### src/rtl/tc_ps_gp_rd_data.sv
// Global-parameter read-data block: two-stage read pipeline over live status and clear-on-read event counters.
// Build option TC_GP_RD_UNMAPPED_ERR_EN: unmapped reads return 32'hBADA_0DD0 and set a sticky err_flag.
module tc_ps_gp_rd_data #(
  parameter logic [31:0] VERSION = 32'h2020_0211,
  parameter int          CNT_W   = 16
) (
  input  logic        clk,
  input  logic        rst_n,
  input  logic [31:0] addr,
  input  logic        rden,
  output logic [31:0] rd_data,
  output logic        rd_valid,
  input  logic [7:0]  cap_status,
  input  logic [15:0] cap_fifo_lvl,
  input  logic        cap_frame_pls,
  input  logic [7:0]  laser_status,
  input  logic        laser_trig_pls,
  input  logic [15:0] bus_status,
  input  logic        bus_err_pls,
  input  logic [11:0] temp_code
);
  localparam int STAGES = 2;
  localparam int NGRP   = 5;
  localparam int G_GLB = 0, G_CAP = 1, G_LSR = 2, G_BUS = 3, G_OTH = 4;
`ifdef TC_GP_RD_UNMAPPED_ERR_EN
  localparam logic [31:0] UNMAP_VAL = 32'hBADA_0DD0;
`else
  localparam logic [31:0] UNMAP_VAL = 32'h0000_0000;
`endif

  logic [STAGES-1:0] vld_pipe;
  logic [NGRP-1:0]   grp_oh, s1_grp;
  logic [9:0]        s1_reg;
  logic [CNT_W-1:0]  frame_cnt, trig_cnt, bus_err_cnt;
  logic              err_flag;
  logic [31:0]       rd_mux;
  logic              hit, clr_frame, clr_trig, clr_berr;

  always_comb begin
    grp_oh = '0;
    for (int g = 0; g < NGRP; g++) grp_oh[g] = (addr[31:10] == 22'(g));
  end

  // stage 1: capture request
  always_ff @(posedge clk or negedge rst_n) begin
    if (!rst_n) begin
      vld_pipe[0] <= 1'b0;
      s1_grp      <= '0;
      s1_reg      <= '0;
    end else begin
      vld_pipe[0] <= rden;
      s1_grp      <= grp_oh;
      s1_reg      <= addr[9:0];
    end
  end

  always_comb begin
    rd_mux    = '0;
    hit       = 1'b0;
    clr_frame = 1'b0;
    clr_trig  = 1'b0;
    clr_berr  = 1'b0;
    if (s1_grp[G_GLB]) begin
      if (s1_reg == 10'd0)      begin hit = 1'b1; rd_mux = VERSION; end
      else if (s1_reg == 10'd1) begin hit = 1'b1; rd_mux = {31'b0, err_flag}; end
    end else if (s1_grp[G_CAP]) begin
      if (s1_reg == 10'd0)      begin hit = 1'b1; rd_mux = {24'b0, cap_status}; end
      else if (s1_reg == 10'd1) begin hit = 1'b1; rd_mux = 32'(frame_cnt); clr_frame = vld_pipe[0]; end
      else if (s1_reg == 10'd2) begin hit = 1'b1; rd_mux = {16'b0, cap_fifo_lvl}; end
    end else if (s1_grp[G_LSR]) begin
      if (s1_reg == 10'd0)      begin hit = 1'b1; rd_mux = {24'b0, laser_status}; end
      else if (s1_reg == 10'd1) begin hit = 1'b1; rd_mux = 32'(trig_cnt); clr_trig = vld_pipe[0]; end
    end else if (s1_grp[G_BUS]) begin
      if (s1_reg == 10'd0)      begin hit = 1'b1; rd_mux = {16'b0, bus_status}; end
      else if (s1_reg == 10'd1) begin hit = 1'b1; rd_mux = 32'(bus_err_cnt); clr_berr = vld_pipe[0]; end
    end else if (s1_grp[G_OTH]) begin
      if (s1_reg == 10'd0)      begin hit = 1'b1; rd_mux = {20'b0, temp_code}; end
    end
  end

  // stage 2: output register; rd_data holds while idle
  always_ff @(posedge clk or negedge rst_n) begin
    if (!rst_n) begin
      vld_pipe[1] <= 1'b0;
      rd_data     <= '0;
    end else begin
      vld_pipe[1] <= vld_pipe[0];
      if (vld_pipe[0]) rd_data <= hit ? rd_mux : UNMAP_VAL;
    end
  end
  assign rd_valid = vld_pipe[1];

  // a pulse landing on the clearing edge restarts the count at 1 so it is not lost
  function automatic logic [CNT_W-1:0] cnt_nxt(input logic [CNT_W-1:0] cur,
                                               input logic pls, input logic clr);
    if (clr)                  return pls ? CNT_W'(1) : '0;
    else if (pls && ~&cur)    return cur + CNT_W'(1);
    else                      return cur;
  endfunction

  always_ff @(posedge clk or negedge rst_n) begin
    if (!rst_n) begin
      frame_cnt   <= '0;
      trig_cnt    <= '0;
      bus_err_cnt <= '0;
    end else begin
      frame_cnt   <= cnt_nxt(frame_cnt,   cap_frame_pls,  clr_frame);
      trig_cnt    <= cnt_nxt(trig_cnt,    laser_trig_pls, clr_trig);
      bus_err_cnt <= cnt_nxt(bus_err_cnt, bus_err_pls,    clr_berr);
    end
  end

`ifdef TC_GP_RD_UNMAPPED_ERR_EN
  logic rd_g1;
  assign rd_g1 = vld_pipe[0] && s1_grp[G_GLB] && (s1_reg == 10'd1);

  // set wins over the clear from a G1 read
  always_ff @(posedge clk or negedge rst_n) begin
    if (!rst_n)                   err_flag <= 1'b0;
    else if (vld_pipe[0] && !hit) err_flag <= 1'b1;
    else if (rd_g1)               err_flag <= 1'b0;
  end
`else
  assign err_flag = 1'b0;
`endif

endmodule
### config.mk
export PLATFORM = sky130hd
export DESIGN_NAME = tc_ps_gp_rd_data
export DESIGN_NICKNAME = d
export VERILOG_FILES = /design/src/rtl/tc_ps_gp_rd_data.sv
export SDC_FILE = /design/constraint.sdc
export NUM_CORES = 1
export LEC_CHECK = 0
export ABC_CLOCK_PERIOD_IN_PS = 4950
export CAP_MARGIN = 10
export CORE_UTILIZATION = 40
export CTS_BUF_LIST = sky130_fd_sc_hd__clkbuf_16
export CTS_CLUSTER_SIZE = 20
export DETAILED_ROUTE_END_ITERATION = 8
export PLACE_DENSITY = 0.68
export SETUP_SLACK_MARGIN = 0.5
export SLEW_MARGIN = 20
export SYNTH_ARGS = -nofsm -noshare
export SYNTH_HDL_FRONTEND = slang
export SYNTH_SLANG_ARGS = --single-unit
export TNS_END_PERCENT = 10
### constraint.sdc
create_clock -name clk -period 4.95 [get_ports clk]
set_input_delay 0.495 -clock clk [delete_from_list [all_inputs] [get_ports clk]]
set_output_delay 0.495 -clock clk [all_outputs]
set_load 0.05 [all_outputs]
# Word-level counts from Yosys, hierarchy flattened
# Index checks and enable logic that the tools add are counted.
# totals
ff_bits,97
wordCells,77
# classes
add_sub_neg,3
eq_ne,6
mux,46
n_reduce_logical,14
# ops
cell,n
$mux W16,13
$mux W32,5
$add A16 B1 Y16 const B,3
$reduce_and A16 Y1,3
$eq A22 B2 Y1 const B,2
$mux W30,1
$mux W1,25
$mux W12,2
$eq A22 B1 Y1 const B,1
$eq A22 B3 Y1 const B,1
$logic_not A22 Y1,1
$eq A10 B1 Y1 const B,1
$eq A10 B2 Y1 const B,1
$logic_not A10 Y1,1
$reduce_bool A2 Y1,3
$logic_and A1 B1 Y1,3
$logic_not A1 Y1,3

# Depth between registers and ports, before layout
# depth
word_depth,8
mapped_depth,7
depth_no_buf,6

# Worst setup path before layout
# Ideal clock, no wire load.
# synth_path
kind,reg-to-reg
start,register s1_reg[3]
end,register rd_data[15]
setup_time_ps,103
t_arrival_ps,2258
setup_slack_ps,2588
path_stages_with_launch,7
path_cell_list,dfrtp_1 > or4_1 > buf_2 > or4_4 > a221o_1 > buf_6 > o41ai_2
# synth_via
elab_chain_len,8
word_cells_on_any_way,26
# synth_lines
item,line,rtl
start: declaration,33,logic [9:0] s1_reg;
start signal: assignment,53,s1_reg <= addr[9:0];
$eq A10 B1 Y1 or $logic_not A10 Y1 (tied branches),-,
"$mux W16, or another cell as far along",75,else if (s1_reg == 10'd1) begin hit = 1'b1; rd_mux = 32'(bus_err_cnt); clr_berr = vld_pipe[0]; end
"$mux W16, or another cell as far along",74,"if (s1_reg == 10'd0) begin hit = 1'b1; rd_mux = {16'b0, bus_status}; end"
$mux W32 or $mux W1 (tied branches),73,end else if (s1_grp[G_BUS]) begin
$mux W32 or $mux W1 (tied branches),70,end else if (s1_grp[G_LSR]) begin
$mux W32 or $mux W1 (tied branches),66,end else if (s1_grp[G_CAP]) begin
$mux W32 or $mux W1 (tied branches),63,if (s1_grp[G_GLB]) begin
$mux W32 (*),88,if (vld_pipe[0]) rd_data <= hit ? rd_mux : UNMAP_VAL;
end signal: assignment,88,
end: declaration,11,"output logic [31:0] rd_data,"
# Every way passes the cells marked *; elsewhere a longest branch is shown, timed or not.
# A chain may end at the register's enable or synchronous reset.

# Worst setup path after layout
# layout_path
start,register s1_grp[2]
end,register rd_data[1]
# layout_via
elab_chain_len,4
word_cells_on_any_way,7
# layout_lines
item,line,rtl
start: declaration,32,"logic [NGRP-1:0] grp_oh, s1_grp;"
start signal: assignment,52,s1_grp <= grp_oh;
$mux W32 or $mux W1 (tied branches),70,
$mux W32 or $mux W1 (tied branches),66,
$mux W32 or $mux W1 (tied branches),63,
$mux W32 (*),88,
# Marks and branches as above.

==> implementation parameters <==
Parameter                              Value

Routing
  Detailed-route wire length ... 14.46 mm
  Count of antenna-violating nets left after detailed routing ... 0
  Via-to-Cell Ratio ... 5.883
  Final routed wire length divided by cell count ... 18.21 um
  Detailed-router iteration count before antenna repair ... 5
  Detailed-route via count ... between 4000 and 5000
  Initial drt markers ... 306
  # DRC ... 0

Clocking
  H-tree depth ... 3
  TritonCTS buffer count ... 9
  Clock slew seen by the registers of the worst setup and hold paths ... ~70 ps
  Skew-Pair Late Insertion Delay ... 340 ps
  Number of instances resized during post-cts repair ... 0
  Clock tree from TritonCTS ... done
  CTS hold repair buffers ... 0
  Cell chosen for the clock root ... sky130_fd_sc_hd__clkbuf_16
  CTS Sinks ... 82
  Maximum clock insertion buffer count ... 2
  Post-CTS setup buffers ... 0

Global routing
  Total global routing track utilization ... 0.2373
  Met1 capacity usage during global routing ... 0.3233
  Layer with the highest usage after global routing ... met2
  Number of antenna violations at the first check in global routing ... 0
  Via count of the first global-routing pass ... 4607
  Met3 demand-to-capacity share in global routing ... 0.04124
  Met2 track demand over resource in global routing ... 0.3603
  Pin count of the biggest net entering global routing ... 83
  Wire length of the first global-routing pass ... 23.25 mm
  Final global-route overflow total ... 0

Floorplan
  IO Pins ... 131
  Standard cell core area ... approximately 0.012 mm^2
  Die width ... 113.0 um
  Starting utilization of the core area ... 0.4106
  Die span in y ... 113.0 um
  Num rows ... 40
  Die footprint ... 0.01278 mm^2

Synthesis
  Avg Cell Area, Syn ... between 9 and 10 um^2
  Share of async-settable or async-resettable flops after synthesis ... 1.000
  Flip-flop and latch count after synthesis ... between 80 and 90
  Count of flip-flops with a built-in enable after synthesis ... 0
  Number of warnings reported in the yosys synthesis log ... 0
  Cell types with the largest area share after synthesis ... sky130_fd_sc_hd__dfrtp_1, sky130_fd_sc_hd__mux2i_1, sky130_fd_sc_hd__nor2_1
  Prevailing post-synth register cell ... sky130_fd_sc_hd__dfrtp_1
  Cell Area, Synth ... 0.004932 mm^2
  Sequential-to-total area share from yosys stat ... 0.4160
  Number of instances in the synthesized netlist ... 541
  Fraction of post-synthesis cell area in the top cell type by area ... 0.4160
  Library cell with the largest summed area after synthesis ... sky130_fd_sc_hd__dfrtp_1
  Count of different cell masters after synthesis ... 63

Layout
  Fraction of final layout cells sized beyond drive strength 1 ... 0.05410
  Relative area change from synthesis to final layout ... 30.16%
  Largest register by flop count ... rd_data
  Flip-flop count of the largest register after layout ... 17
  Finished Core Util ... 0.5345
  Leading cell type in the layout, fill and taps excluded ... sky130_fd_sc_hd__clkdlybuf4s50_1
  Area of the multi-input gates ... 0.002683 mm^2
  Commonest cells after routing, fill and taps aside ... sky130_fd_sc_hd__clkdlybuf4s50_1, sky130_fd_sc_hd__dfrtp_1, sky130_fd_sc_hd__nor2_1, sky130_fd_sc_hd__a21oi_1, sky130_fd_sc_hd__nand2_1
  Area of all placed cells without fillers ... approximately 0.0064 mm^2
  Antenna diodes ... 0
  Filler instances ... 1077
  Register Area ... around 0.0021 mm^2
  Post-layout net count ... 743

Setup path
  Slowest cell delay on critical path ... ~710 ps
  Depth of the worst register-to-register path ... 4
  Capture point of the worst path ... rd_data[1]$_DFFE_PN0P_
  Crit Path Class ... reg -> reg
  Startpoint Class ... flip-flop
  Critical path fanouts, max ... 21
  Startpoint of the worst setup timing path ... s1_grp[2]$_DFF_PN0_
  Slack of the worst reg-to-reg path ... 2240 ps
  R2r startpoint ... s1_grp[2]$_DFF_PN0_
  Critical path, cell by cell ... or4b_2, nor4_2, a2111oi_0, o2bb2ai_1
  Worst EP required ... ~5200 ps
  Arrival time of the worst setup path ... 2970 ps
  Critical path capture point type ... flip-flop
  Reg2Reg Capture Point ... rd_data[1]$_DFFE_PN0P_
  Slowest cell on the critical path ... sky130_fd_sc_hd__or4b_2

Power
  Clock network power share ... 0.343
  Leak Pwr ... 0.002559 uW
  Switching part of the total ... 0.3071
  Peak supply drop ... 0.1977 mV
  Cell internal pwr ... between 1000 and 1500 uW
  Power density over cell area ... 281.3 mW/mm^2
  Switching power ... 554.7 uW
  Sequential share of power ... 0.471
  Total Power Consumption ... between 1500 and 2000 uW
  Combinational fraction of design power ... 0.187

Worst hold path
  Worst Hold Class ... in -> async

STA
  Clock tree skew after final layout ... 10.49 ps
  Final Hold Vio Count ... 0
  Final sum of negative setup slack ... 0 ps
  Fmax ... 369.0 MHz
  Share of the clock period used by the worst path ... 0.5475
  Final worst hold slack ... 185.5 ps
  Unrepaired setup endpoints after global routing ... false
  Shortest clock period the worst path allows after layout ... roughly 2700 ps
  Measured slew at the worst slew-check pin ... just over 900 ps
  Final Setup Violations ... 0
  Count of pins over their slew limit ... 0
  Remaining max-slew budget at the tightest pin ... 0.3701

Run
  Maximum capacitance violations ... 0

Status
  Run status ... finished, final reports clean

Placement
  Gp weighted congestion ... 0.9253
  Port Buffers ... 116
  Estimated wirelength of the detail-placed design ... between 10 and 15 mm
  Post-place instance area ... 0.006135 mm^2
## worst max-delay path: cells and delay by family (launching register included)
family           cells  cell delay [ps]
flip-flops           1              610
AO/OA/AOI/OAI        2              610
AND/OR/NAND/NOR      2             1390
## synth_stat cells (all sizes together) (3+ instances only)
master / instances
nor2: 59
o211ai: 5
o31ai: 3
or4: 6
a21oi: 36
a22oi: 3
nor3: 20
o21ai: 9
nor4b: 3
nand3: 20
xor2: 5
a211oi: 3
o21a: 3
ha: 3
nand2: 33
a2bb2oi: 4
and4: 7
nand3b: 3
clkbuf: 20
o221ai: 5
or3: 4
o2bb2ai: 8
nor4: 15
a2111oi: 4
nand2b: 7
mux2: 3
inv: 10
nor3b: 3
and2: 4
a221oi: 3
nand4: 19
xnor2: 25
a31oi: 7
buf: 22
mux2i: 25
a21o: 4
o22ai: 3
nor2b: 9
and3: 10
dfrtp: 82
## power groups by stage
stage          registers (uW)  logic [uW]  clock network, uW
3_5_place_dp              859         337                  0
2_1_floorplan             827         209                  0
5_1_grt                   864         371                664
4_1_cts                   847         339                629
3_3_place_gp              853         329                  0
6_report                  850         337                619
## worst min-delay path by stage
stage,start,end,slack (ps),cells past startpoint
final,rst_n,bus_err_cnt[7]$_DFFE_PN0P_,190,1
after global routing,rst_n,bus_err_cnt[9]$_DFFE_PN0P_,240,1
after CTS,rst_n,bus_err_cnt[7]$_DFFE_PN0P_,380,1
after detailed placement,rd_data[13]$_DFFE_PN0P_,rd_data[13]$_DFFE_PN0P_,480,1
after global placement,rd_data[14]$_DFFE_PN0P_,rd_data[14]$_DFFE_PN0P_,480,1
after floorplan,rst_n,bus_err_cnt[0]$_DFFE_PN0P_,200,0
## layout make-up
type                            instances  area share
Inverter                               10    0.005847
Tap cell                              147     0.02865
Timing Repair Buffer                  119      0.1846
Multi-Input combinational cell        420      0.4179
Clock inverter                          7    0.008186
Sequential cell                        82      0.3198
Clock buffer                            9     0.03508
## kinds of logic after synthesis
kind of cell,after synthesis,share of synthesized area
other,1,0.0007603
DFF,82,0.4160
xor gates and xnor gates,30,0.05327
muxes,28,0.05758
and+or+nand+nor,229,0.2491
AOI/OAI and AO/OA,116,0.1626
buffers and inverters,52,0.05302
adders and majority gates,3,0.007611
## per-stage QoR
step	setup WS (ps)	instances
detailed placement	1916	778
floorplan	2588	554
CTS	1885	794
global placement	2062	778
finish	2240	794
global route	1979	794
## per-layer routing
metal  share of wire  wire (um)  vias up
li1                -          -     2185
met2            0.45       6474      249
met3           0.076       1104       41
met1            0.44       6365     2196
met4           0.035        510        0
met5               0          0        -
Power figures use the tool's default switching activity.
